**src/rtl/pmod_button_reader_if.sv**
```systemverilog
// Event handshake between the button reader and its consumer.
// The reader drives valid/key/press, and the consumer drives ready.
interface pmod_button_reader_if;
  logic       evt_valid;
  logic       evt_ready;
  logic [2:0] evt_key;
  logic       evt_press;

  modport master (output evt_valid, output evt_key, output evt_press, input evt_ready);
  modport slave  (input evt_valid, input evt_key, input evt_press, output evt_ready);
endinterface

```
**src/rtl/pmod_button_reader.sv**
```systemverilog
// Synchronises and debounces eight active-low PMOD buttons, then queues
// each debounced press or release in a small show-ahead event FIFO.
module pmod_button_reader #(
  parameter int DEBOUNCE_CYCLES = 240000,
  parameter int CNT_W           = 18,
  parameter int FIFO_DEPTH      = 4
) (
  input  logic                        CLK,
  input  logic                        RST_N,
  input  logic                        PMOD1,
  input  logic                        PMOD2,
  input  logic                        PMOD3,
  input  logic                        PMOD4,
  input  logic                        PMOD5,
  input  logic                        PMOD6,
  input  logic                        PMOD7,
  input  logic                        PMOD8,
  output logic [7:0]                  key_state,
  output logic                        overflow,
  pmod_button_reader_if.master        evt
);

  localparam int PTR_W = $clog2(FIFO_DEPTH);

  logic [7:0]       raw;
  logic [7:0]       sync1_q, sync2_q;
  logic [7:0]       key_q, key_d;
  logic [7:0]       pend_q, pend_d, pendSet, pendClr;
  logic [7:0]       pdir_q, pdir_d;
  logic [CNT_W-1:0] cnt_q [8];
  logic [CNT_W-1:0] cnt_d [8];

  logic [3:0]       mem_q [FIFO_DEPTH];
  logic [PTR_W-1:0] wptr_q, wptr_d, rptr_q, rptr_d;
  logic [PTR_W:0]   count_q, count_d;
  logic             overflow_q, overflow_d;

  logic             push, doPush, pop, full, empty;
  logic [2:0]       pushIdx;

  // Bit order follows the LED chaser layout so key i lines up with LED i.
  assign raw = ~{PMOD7, PMOD5, PMOD3, PMOD1, PMOD8, PMOD6, PMOD4, PMOD2};

  always_comb begin
    key_d   = key_q;
    pdir_d  = pdir_q;
    pendSet = '0;
    for (int i = 0; i < 8; i++) begin
      cnt_d[i] = cnt_q[i];
      if (sync2_q[i] == key_q[i]) begin
        cnt_d[i] = '0;
      end else if (cnt_q[i] == CNT_W'(DEBOUNCE_CYCLES - 1)) begin
        key_d[i]   = sync2_q[i];
        cnt_d[i]   = '0;
        pendSet[i] = 1'b1;
        pdir_d[i]  = sync2_q[i];
      end else begin
        cnt_d[i] = cnt_q[i] + CNT_W'(1);
      end
    end
  end

  // Lowest-index pending change wins; scanning downward leaves the lowest set bit.
  always_comb begin
    pushIdx = '0;
    for (int i = 7; i >= 0; i--) begin
      if (pend_q[i]) pushIdx = 3'(i);
    end
    push    = |pend_q;
    pendClr = push ? (8'd1 << pushIdx) : 8'd0;
    pend_d  = (pend_q & ~pendClr) | pendSet;
  end

  assign empty = (count_q == '0);
  assign full  = (count_q == (PTR_W+1)'(FIFO_DEPTH));
  assign pop   = !empty && evt.evt_ready;

  // A full FIFO still accepts a push when the head leaves in the same cycle.
  assign doPush     = push && (!full || pop);
  assign overflow_d = overflow_q | (push && full && !pop);
  assign wptr_d     = doPush ? wptr_q + PTR_W'(1) : wptr_q;
  assign rptr_d     = pop ? rptr_q + PTR_W'(1) : rptr_q;
  assign count_d    = count_q + (PTR_W+1)'(doPush) - (PTR_W+1)'(pop);

  always_ff @(posedge CLK) begin
    if (!RST_N) begin
      sync1_q    <= '0;
      sync2_q    <= '0;
      key_q      <= '0;
      pend_q     <= '0;
      pdir_q     <= '0;
      wptr_q     <= '0;
      rptr_q     <= '0;
      count_q    <= '0;
      overflow_q <= 1'b0;
      for (int i = 0; i < 8; i++) cnt_q[i] <= '0;
      for (int j = 0; j < FIFO_DEPTH; j++) mem_q[j] <= '0;
    end else begin
      sync1_q    <= raw;
      sync2_q    <= sync1_q;
      key_q      <= key_d;
      pend_q     <= pend_d;
      pdir_q     <= pdir_d;
      wptr_q     <= wptr_d;
      rptr_q     <= rptr_d;
      count_q    <= count_d;
      overflow_q <= overflow_d;
      for (int i = 0; i < 8; i++) cnt_q[i] <= cnt_d[i];
      if (doPush) mem_q[wptr_q] <= {pushIdx, pdir_q[pushIdx]};
    end
  end

  assign key_state     = key_q;
  assign overflow      = overflow_q;
  assign evt.evt_valid = !empty;
  assign evt.evt_key   = mem_q[rptr_q][3:1];
  assign evt.evt_press = mem_q[rptr_q][0];

endmodule

```
**src/flat_wrapper.sv**
```systemverilog
// flat-port wrapper written by rule: the top's interface ports become plain ports
module pmod_button_reader_flat 
#(
  parameter int DEBOUNCE_CYCLES = 240000,
  parameter int CNT_W           = 18,
  parameter int FIFO_DEPTH      = 4
)
  (CLK, RST_N, PMOD1, PMOD2, PMOD3, PMOD4, PMOD5, PMOD6, PMOD7, PMOD8, key_state, overflow, evt_evt_valid, evt_evt_key, evt_evt_press, evt_evt_ready);
  pmod_button_reader_if evt_i ();
  input  logic CLK;
  input  logic RST_N;
  input  logic PMOD1;
  input  logic PMOD2;
  input  logic PMOD3;
  input  logic PMOD4;
  input  logic PMOD5;
  input  logic PMOD6;
  input  logic PMOD7;
  input  logic PMOD8;
  output logic [7:0] key_state;
  output logic overflow;
  output wire logic [$bits(evt_i.evt_valid)-1:0] evt_evt_valid;
  output wire logic [$bits(evt_i.evt_key)-1:0] evt_evt_key;
  output wire logic [$bits(evt_i.evt_press)-1:0] evt_evt_press;
  input wire logic [$bits(evt_i.evt_ready)-1:0] evt_evt_ready;
  assign evt_evt_valid = evt_i.evt_valid;
  assign evt_evt_key = evt_i.evt_key;
  assign evt_evt_press = evt_i.evt_press;
  assign evt_i.evt_ready = evt_evt_ready;
  pmod_button_reader #(.DEBOUNCE_CYCLES(DEBOUNCE_CYCLES), .CNT_W(CNT_W), .FIFO_DEPTH(FIFO_DEPTH)) u_core (.CLK(CLK), .RST_N(RST_N), .PMOD1(PMOD1), .PMOD2(PMOD2), .PMOD3(PMOD3), .PMOD4(PMOD4), .PMOD5(PMOD5), .PMOD6(PMOD6), .PMOD7(PMOD7), .PMOD8(PMOD8), .key_state(key_state), .overflow(overflow), .evt(evt_i));
endmodule
```
**config.mk**
```make
export PLATFORM = sky130hd
export DESIGN_NAME = pmod_button_reader_flat
export DESIGN_NICKNAME = d
export VERILOG_FILES = /design/src/rtl/pmod_button_reader_if.sv /design/src/rtl/pmod_button_reader.sv /design/src/flat_wrapper.sv
export SDC_FILE = /design/constraint.sdc
export NUM_CORES = 1
export LEC_CHECK = 0
export ABC_AREA = 0
export CORE_ASPECT_RATIO = 1.2
export CORE_UTILIZATION = 38
export DETAILED_ROUTE_END_ITERATION = 16
export GPL_ROUTABILITY_DRIVEN = 0
export PLACE_DENSITY = 0.57
export SYNTH_ARGS = -nofsm -noshare
export SYNTH_HDL_FRONTEND = slang
export SYNTH_SLANG_ARGS = --single-unit
export TNS_END_PERCENT = 50
```
**constraint.sdc**
```tcl
create_clock -name CLK -period 3.1 [get_ports CLK]
set_clock_uncertainty 0.15 [all_clocks]
set_input_delay 0.62 -clock CLK [delete_from_list [all_inputs] [get_ports CLK]]
set_output_delay 0.62 -clock CLK [all_outputs]
set_load 0.01 [all_outputs]
```
Yosys cells after proc, flatten, opt, wreduce, memory -nomap -nowiden
Memory sizes are Yosys's and may differ from the RTL's. A register that Yosys moved wholly into a read port is not among the register bits.
Index checks and enable logic that the tools add are counted.
Word-level totals
  register bits: 40
  RAM bits: 160
  logic and storage cells: 149
  memories kept: 2
Cells by class
  add/sub/neg operators: 12
  order comparisons: 1
  equality and inequality tests: 17
  shifts and indexed selects: 1
  mux-type cells: 61
  bitwise logic cells: 21
  reductions and logical operators: 19
Memories
  u_core.cnt_q: words 8, bits a word 18, rd ports 8, clocked after Yosys merged registers in 0, write ports 8, line pmod_button_reader.sv:30  | logic [CNT_W-1:0] cnt_q [8];
  u_core.mem_q: words 4, bits a word 4, rd ports 1, clocked after Yosys merged registers in 1, write ports 4, line pmod_button_reader.sv:33  | logic [3:0] mem_q [FIFO_DEPTH];
Operator list (count)
  $mux 18: 24
  $add 18x1->18 const B: 8
  $eq 18x18->1 const B: 8
  $mux 3: 8
  $mux 1: 23
  $not 8->8: 2
  $reduce_and 2->1: 8
  $or 1x1->1: 9
  $and 8x8->8: 1
  $eq 1x1->1: 8
  $mux 8: 1
  $not 1->1: 8
  $or 8x8->8: 1
  $reduce_or 8->1: 1
  $shl 1x3->8 const A: 1
  $mux 2: 3
  $add 2x1->2 const B: 2
  $logic_and 1x1->1: 4
  $lt 3x4->1 const B: 1
  $mux 4: 1
  $reduce_or 4->1: 1
  $add 3x1->3: 1
  $bmux 1 s3: 1
  $eq 3x3->1 const B: 1
  4 further kinds: 6

Logic depth before layout (Yosys ltp)
Gate-level depths: netlist (run 1).
  word-level depth: 13
  depth in mapped cells: 9

Worst setup path after synthesis (run 1)
No wires, ideal clock.
  kind: reg2reg
  start: register u_core.pend_q[2]
  end: register u_core.count_q[2]
  library setup time: 128 ps
  arrival time: 2222 ps
  data required time: 2822 ps
  path slack: 601 ps
  stages on the path, launching flop included: 10
  buffers on the path: 1
  clock period less this slack: 2499 ps
  cell sequence: dfxtp_1 buf_2 or4_1 nor2_1 nor2_1 ha_1 fa_1 xnor2_1 xnor2_1 nor2_1
Between the ends
  cells in the longest elaborated chain, start to end: 4
RTL lines
  start: declaration: line pmod_button_reader.sv:28  | logic [7:0] pend_q, pend_d, pendSet, pendClr;
  start signal: assignment: line pmod_button_reader.sv:102  | pend_q <= pend_d;
  $reduce_or 8->1: line pmod_button_reader.sv:69  | push = |pend_q;
  $logic_and 1x1->1: line pmod_button_reader.sv:79  | assign doPush = push && (!full || pop);
  $add 3x1->3: line pmod_button_reader.sv:83  | assign count_d = count_q + (PTR_W+1)'(doPush) - (PTR_W+1)'(pop);
  $sub 3x1->3: line pmod_button_reader.sv:83
  end signal: assignment: line pmod_button_reader.sv:106  | count_q <= count_d;
  end: declaration: line pmod_button_reader.sv:35  | logic [PTR_W:0] count_q, count_d;
No other way between the ends.
A chain may end at the register's enable or synchronous reset.

==> qor.txt, run 1 <==
Outcome: finished clean
Syn. warnings: 0
Setup Buffers After CTS: 0
Final period util: 0.8882
DRT Wirelength: 15660 um
Share of cells above drive strength 1: 0.07223
Post-synth top area cell: dfxtp_1
RSZ-0062 raised after global routing: no
Routed Antenna Nets: 0
Hold buffer count at CTS: 0
Rel. slew slack: 0.5115
Final hold viol count: 0
Count leader, synth: nor2_1
Synthesized flop and latch total: 202
FP Rows: 59
Ranking of synthesized cells by area: dfxtp_1 43%, nor2_1 9.4%, xor2_1 8.5%, xnor2_1 5.9%, edfxtp_1 5.6%
Slew Viols, Final: 0
Layout area overhead: 15.71%
Synthesized Nets: 949
Setup CP Type: flop to output pin
H-tree levels: 1
Num CTS Buffers: 23
Post-Syn Area: 0.008563 sq mm
# Max-Cap Violations: 0
Hold_ws: 0.2804 ns
Clk sinks: 202
Setup violators final: 0
EDFF count, synth: 16
Post-synth cell types: 57
Vias/cell: 4.858
Number of global-route vias before repair: 5766
Worst Path Required: 2.33 ns
Startpoint Class: flop
GR Util All Layers: 0.1378
CTS clk-pin slew, worst paths: 0.06 ns
Final Critical Period: 2.753 ns
Worst-Skew Late Latency: 0.51 ns
Clock Tree Root: clkbuf_16
PnR Total Power: 5.834 mW
WL/cell: 12.46 um
Ant. Diodes: 0
Synth Area per Inst: 9.238 sq um
Max Clk Rate: 363.2 MHz
Number of remaining DRC errors: 0
Ys flop type: dfxtp_1
CTS tree: built
Seq/Total Area, Yosys: 0.4909
Die Span Y: 166.4 um
Post-synth ARST share: 0
Clock Tree Buf Depth: 3
Commonest cells in the netlist: 214 x nor2_1, 186 x dfxtp_1, 83 x xor2_1, 62 x nand2_1, 60 x nand3_1
GR Overflow Total: 0
Crit path DAT: 1.98 ns
Hold WC Path Type: flop to flop
Worst-margin pin slew: 0.7261 ns
Maximum vdd drop: 0.3585 mV
Iter 0 DRT Violations: 276
Top cell type's share of synthesized area: 0.4348
Initial antenna violation count: 0
# port buffers: 24
Core Region: 0.02192 sq mm
CP Capture Type: output pin
Leakage: 3.288 nW
Pwr dens: 588.8 mW/mm^2
Die Width: 139.0 um
Initial Utilization: 0.3906
Total number of vias: 6106
Syn Inst Count: 927
I/O Pins: 25
Die Area: 0.02314 sq mm
Post-CTS sizing: 0
Drt first pass iters: 6
Layout Nets: 989
HPWL after DPL: 10760 um
CP max FO: 4
Pin count of the biggest net entering global routing: 26
First-pass GRT wire length: 26760 um
TNS Setup: 0 ns
-- worst paths after layout --
path                                 from                      endpoint  slack [ns]  depth (start not counted)
max                                  flop                evt_evt_key[1]        0.35                          2
min          u_core.sync1_q[6]$_SDFF_PN0_  u_core.sync2_q[6]$_SDFF_PN0_        0.28                          1
max reg2reg  u_core.count_q[0]$_SDFF_PN0_  u_core.count_q[2]$_SDFF_PN0_        0.60                          9
min reg2reg  u_core.sync1_q[6]$_SDFF_PN0_  u_core.sync2_q[6]$_SDFF_PN0_        0.28                          1
-- critical path: stages, from the launching register on --
cell and delay, ns:
dfxtp_1 0.46, mux4_2 0.53, clkdlybuf4s50_1 0.49
-- through the flow --
stage	instance area [sq um]	worst slack [ns]	cells	utilization
5_1_grt	9908	0.2647	1257	0.4519
3_3_place_gp	9123	0.2745	1216	0.4161
3_5_place_dp	9123	0.2527	1216	0.4161
4_1_cts	9908	0.2990	1257	0.4519
2_1_floorplan	8563	0.6008	927	-
6_report	9908	0.3465	1257	0.4519
-- registers in the layout, indices dropped and copies added, names as in the netlist, 2 cells and up, named ones only --
name	flops
u_core.pdir_q	6
u_core.sync2_q	8
u_core.cnt_q	144
u_core.wptr_q	2
u_core.pend_q	8
u_core.sync1_q	8
u_core.mem_q	16
u_core.count_q	3
u_core.key_state	2
u_core.rptr_q	2
-- cell families after synthesis --
family,after synthesis,share of synthesized area
buf+inv,45,0.02338
mux,12,0.02002
simple gates,490,0.2821
flops,202,0.4909
fa+ha+maj,11,0.01695
compound gates,26,0.02236
xor+xnor,141,0.1442
-- power breakdown --
group / switching [mW] / internal [mW] / total (mW) / leakage, nW
Combinational: 0.152 / 0.187 / 0.339 / 1.23
Sequential: 0.0525 / 2.69 / 2.74 / 1.67
Clock: 1.04 / 1.72 / 2.76 / 0.393
Total: 1.25 / 4.59 / 5.83 / 3.29
-- layout make-up --
cell class	count	area [sq um]
clock inverters	7	88.84
inverters	25	93.84
multi-input cells	680	4159
clock buffers	34	696.9
fillers	2138	12020
flip-flops and latches	202	4204
well taps	274	342.8
repair buffers	35	322.8
-- routing by layer --
metal / up-vias / wire length, um / GRT usage
met5: - / 0 / 0
met4: 0 / 266 / 0.04348
met3: 22 / 732 / 0.02961
met2: 58 / 7270 / 0.2314
met1: 2804 / 7388 / 0.1760
li1: 3222 / - / -
-- layout by cell type, fill, tap and decap left out, types with 8 or more instances in the layout --
cell type / synthesis / routed
edfxtp_1: 16 / 16
and3_1: 12 / 12
nand2_1: 62 / 62
and2_1: 14 / 14
ha_1: 10 / 10
xor2_1: 83 / 83
nand3_1: 60 / 60
clkbuf_16: 0 / 23
dfxtp_1: 186 / 186
buf_4: 2 / 11
inv_1: 24 / 24
clkbuf_8: 0 / 8
and4_1: 18 / 18
nor2_1: 214 / 214
clkdlybuf4s50_1: 0 / 24
nor4_1: 10 / 10
xnor2_1: 58 / 58
nor3_1: 12 / 12
nand4_1: 36 / 36
Note: power is estimated with default switching activity, not from simulation.
==> inputs of run 2 (changes only) <==
--- a/config.mk
+++ b/config.mk
@@ -9,7 +9,6 @@
 export CORE_ASPECT_RATIO = 1.2
 export CORE_UTILIZATION = 38
 export DETAILED_ROUTE_END_ITERATION = 16
-export GPL_ROUTABILITY_DRIVEN = 0
 export PLACE_DENSITY = 0.57
 export SYNTH_ARGS = -nofsm -noshare
 export SYNTH_HDL_FRONTEND = slang
==> results of run 2 <==
No change in the layout: final DEF, timing and power equal those of run 1.
==> inputs of run 3 (changes only) <==
--- a/config.mk
+++ b/config.mk
@@ -5,7 +5,6 @@
 export SDC_FILE = /design/constraint.sdc
 export NUM_CORES = 1
 export LEC_CHECK = 0
-export ABC_AREA = 0
 export CORE_ASPECT_RATIO = 1.2
 export CORE_UTILIZATION = 38
 export DETAILED_ROUTE_END_ITERATION = 16
@@ -13,4 +12,4 @@
 export SYNTH_ARGS = -nofsm -noshare
 export SYNTH_HDL_FRONTEND = slang
 export SYNTH_SLANG_ARGS = --single-unit
-export TNS_END_PERCENT = 50
+export TNS_END_PERCENT = 5
==> results of run 3 <==
No change in the layout: final DEF, timing and power equal those of run 1.
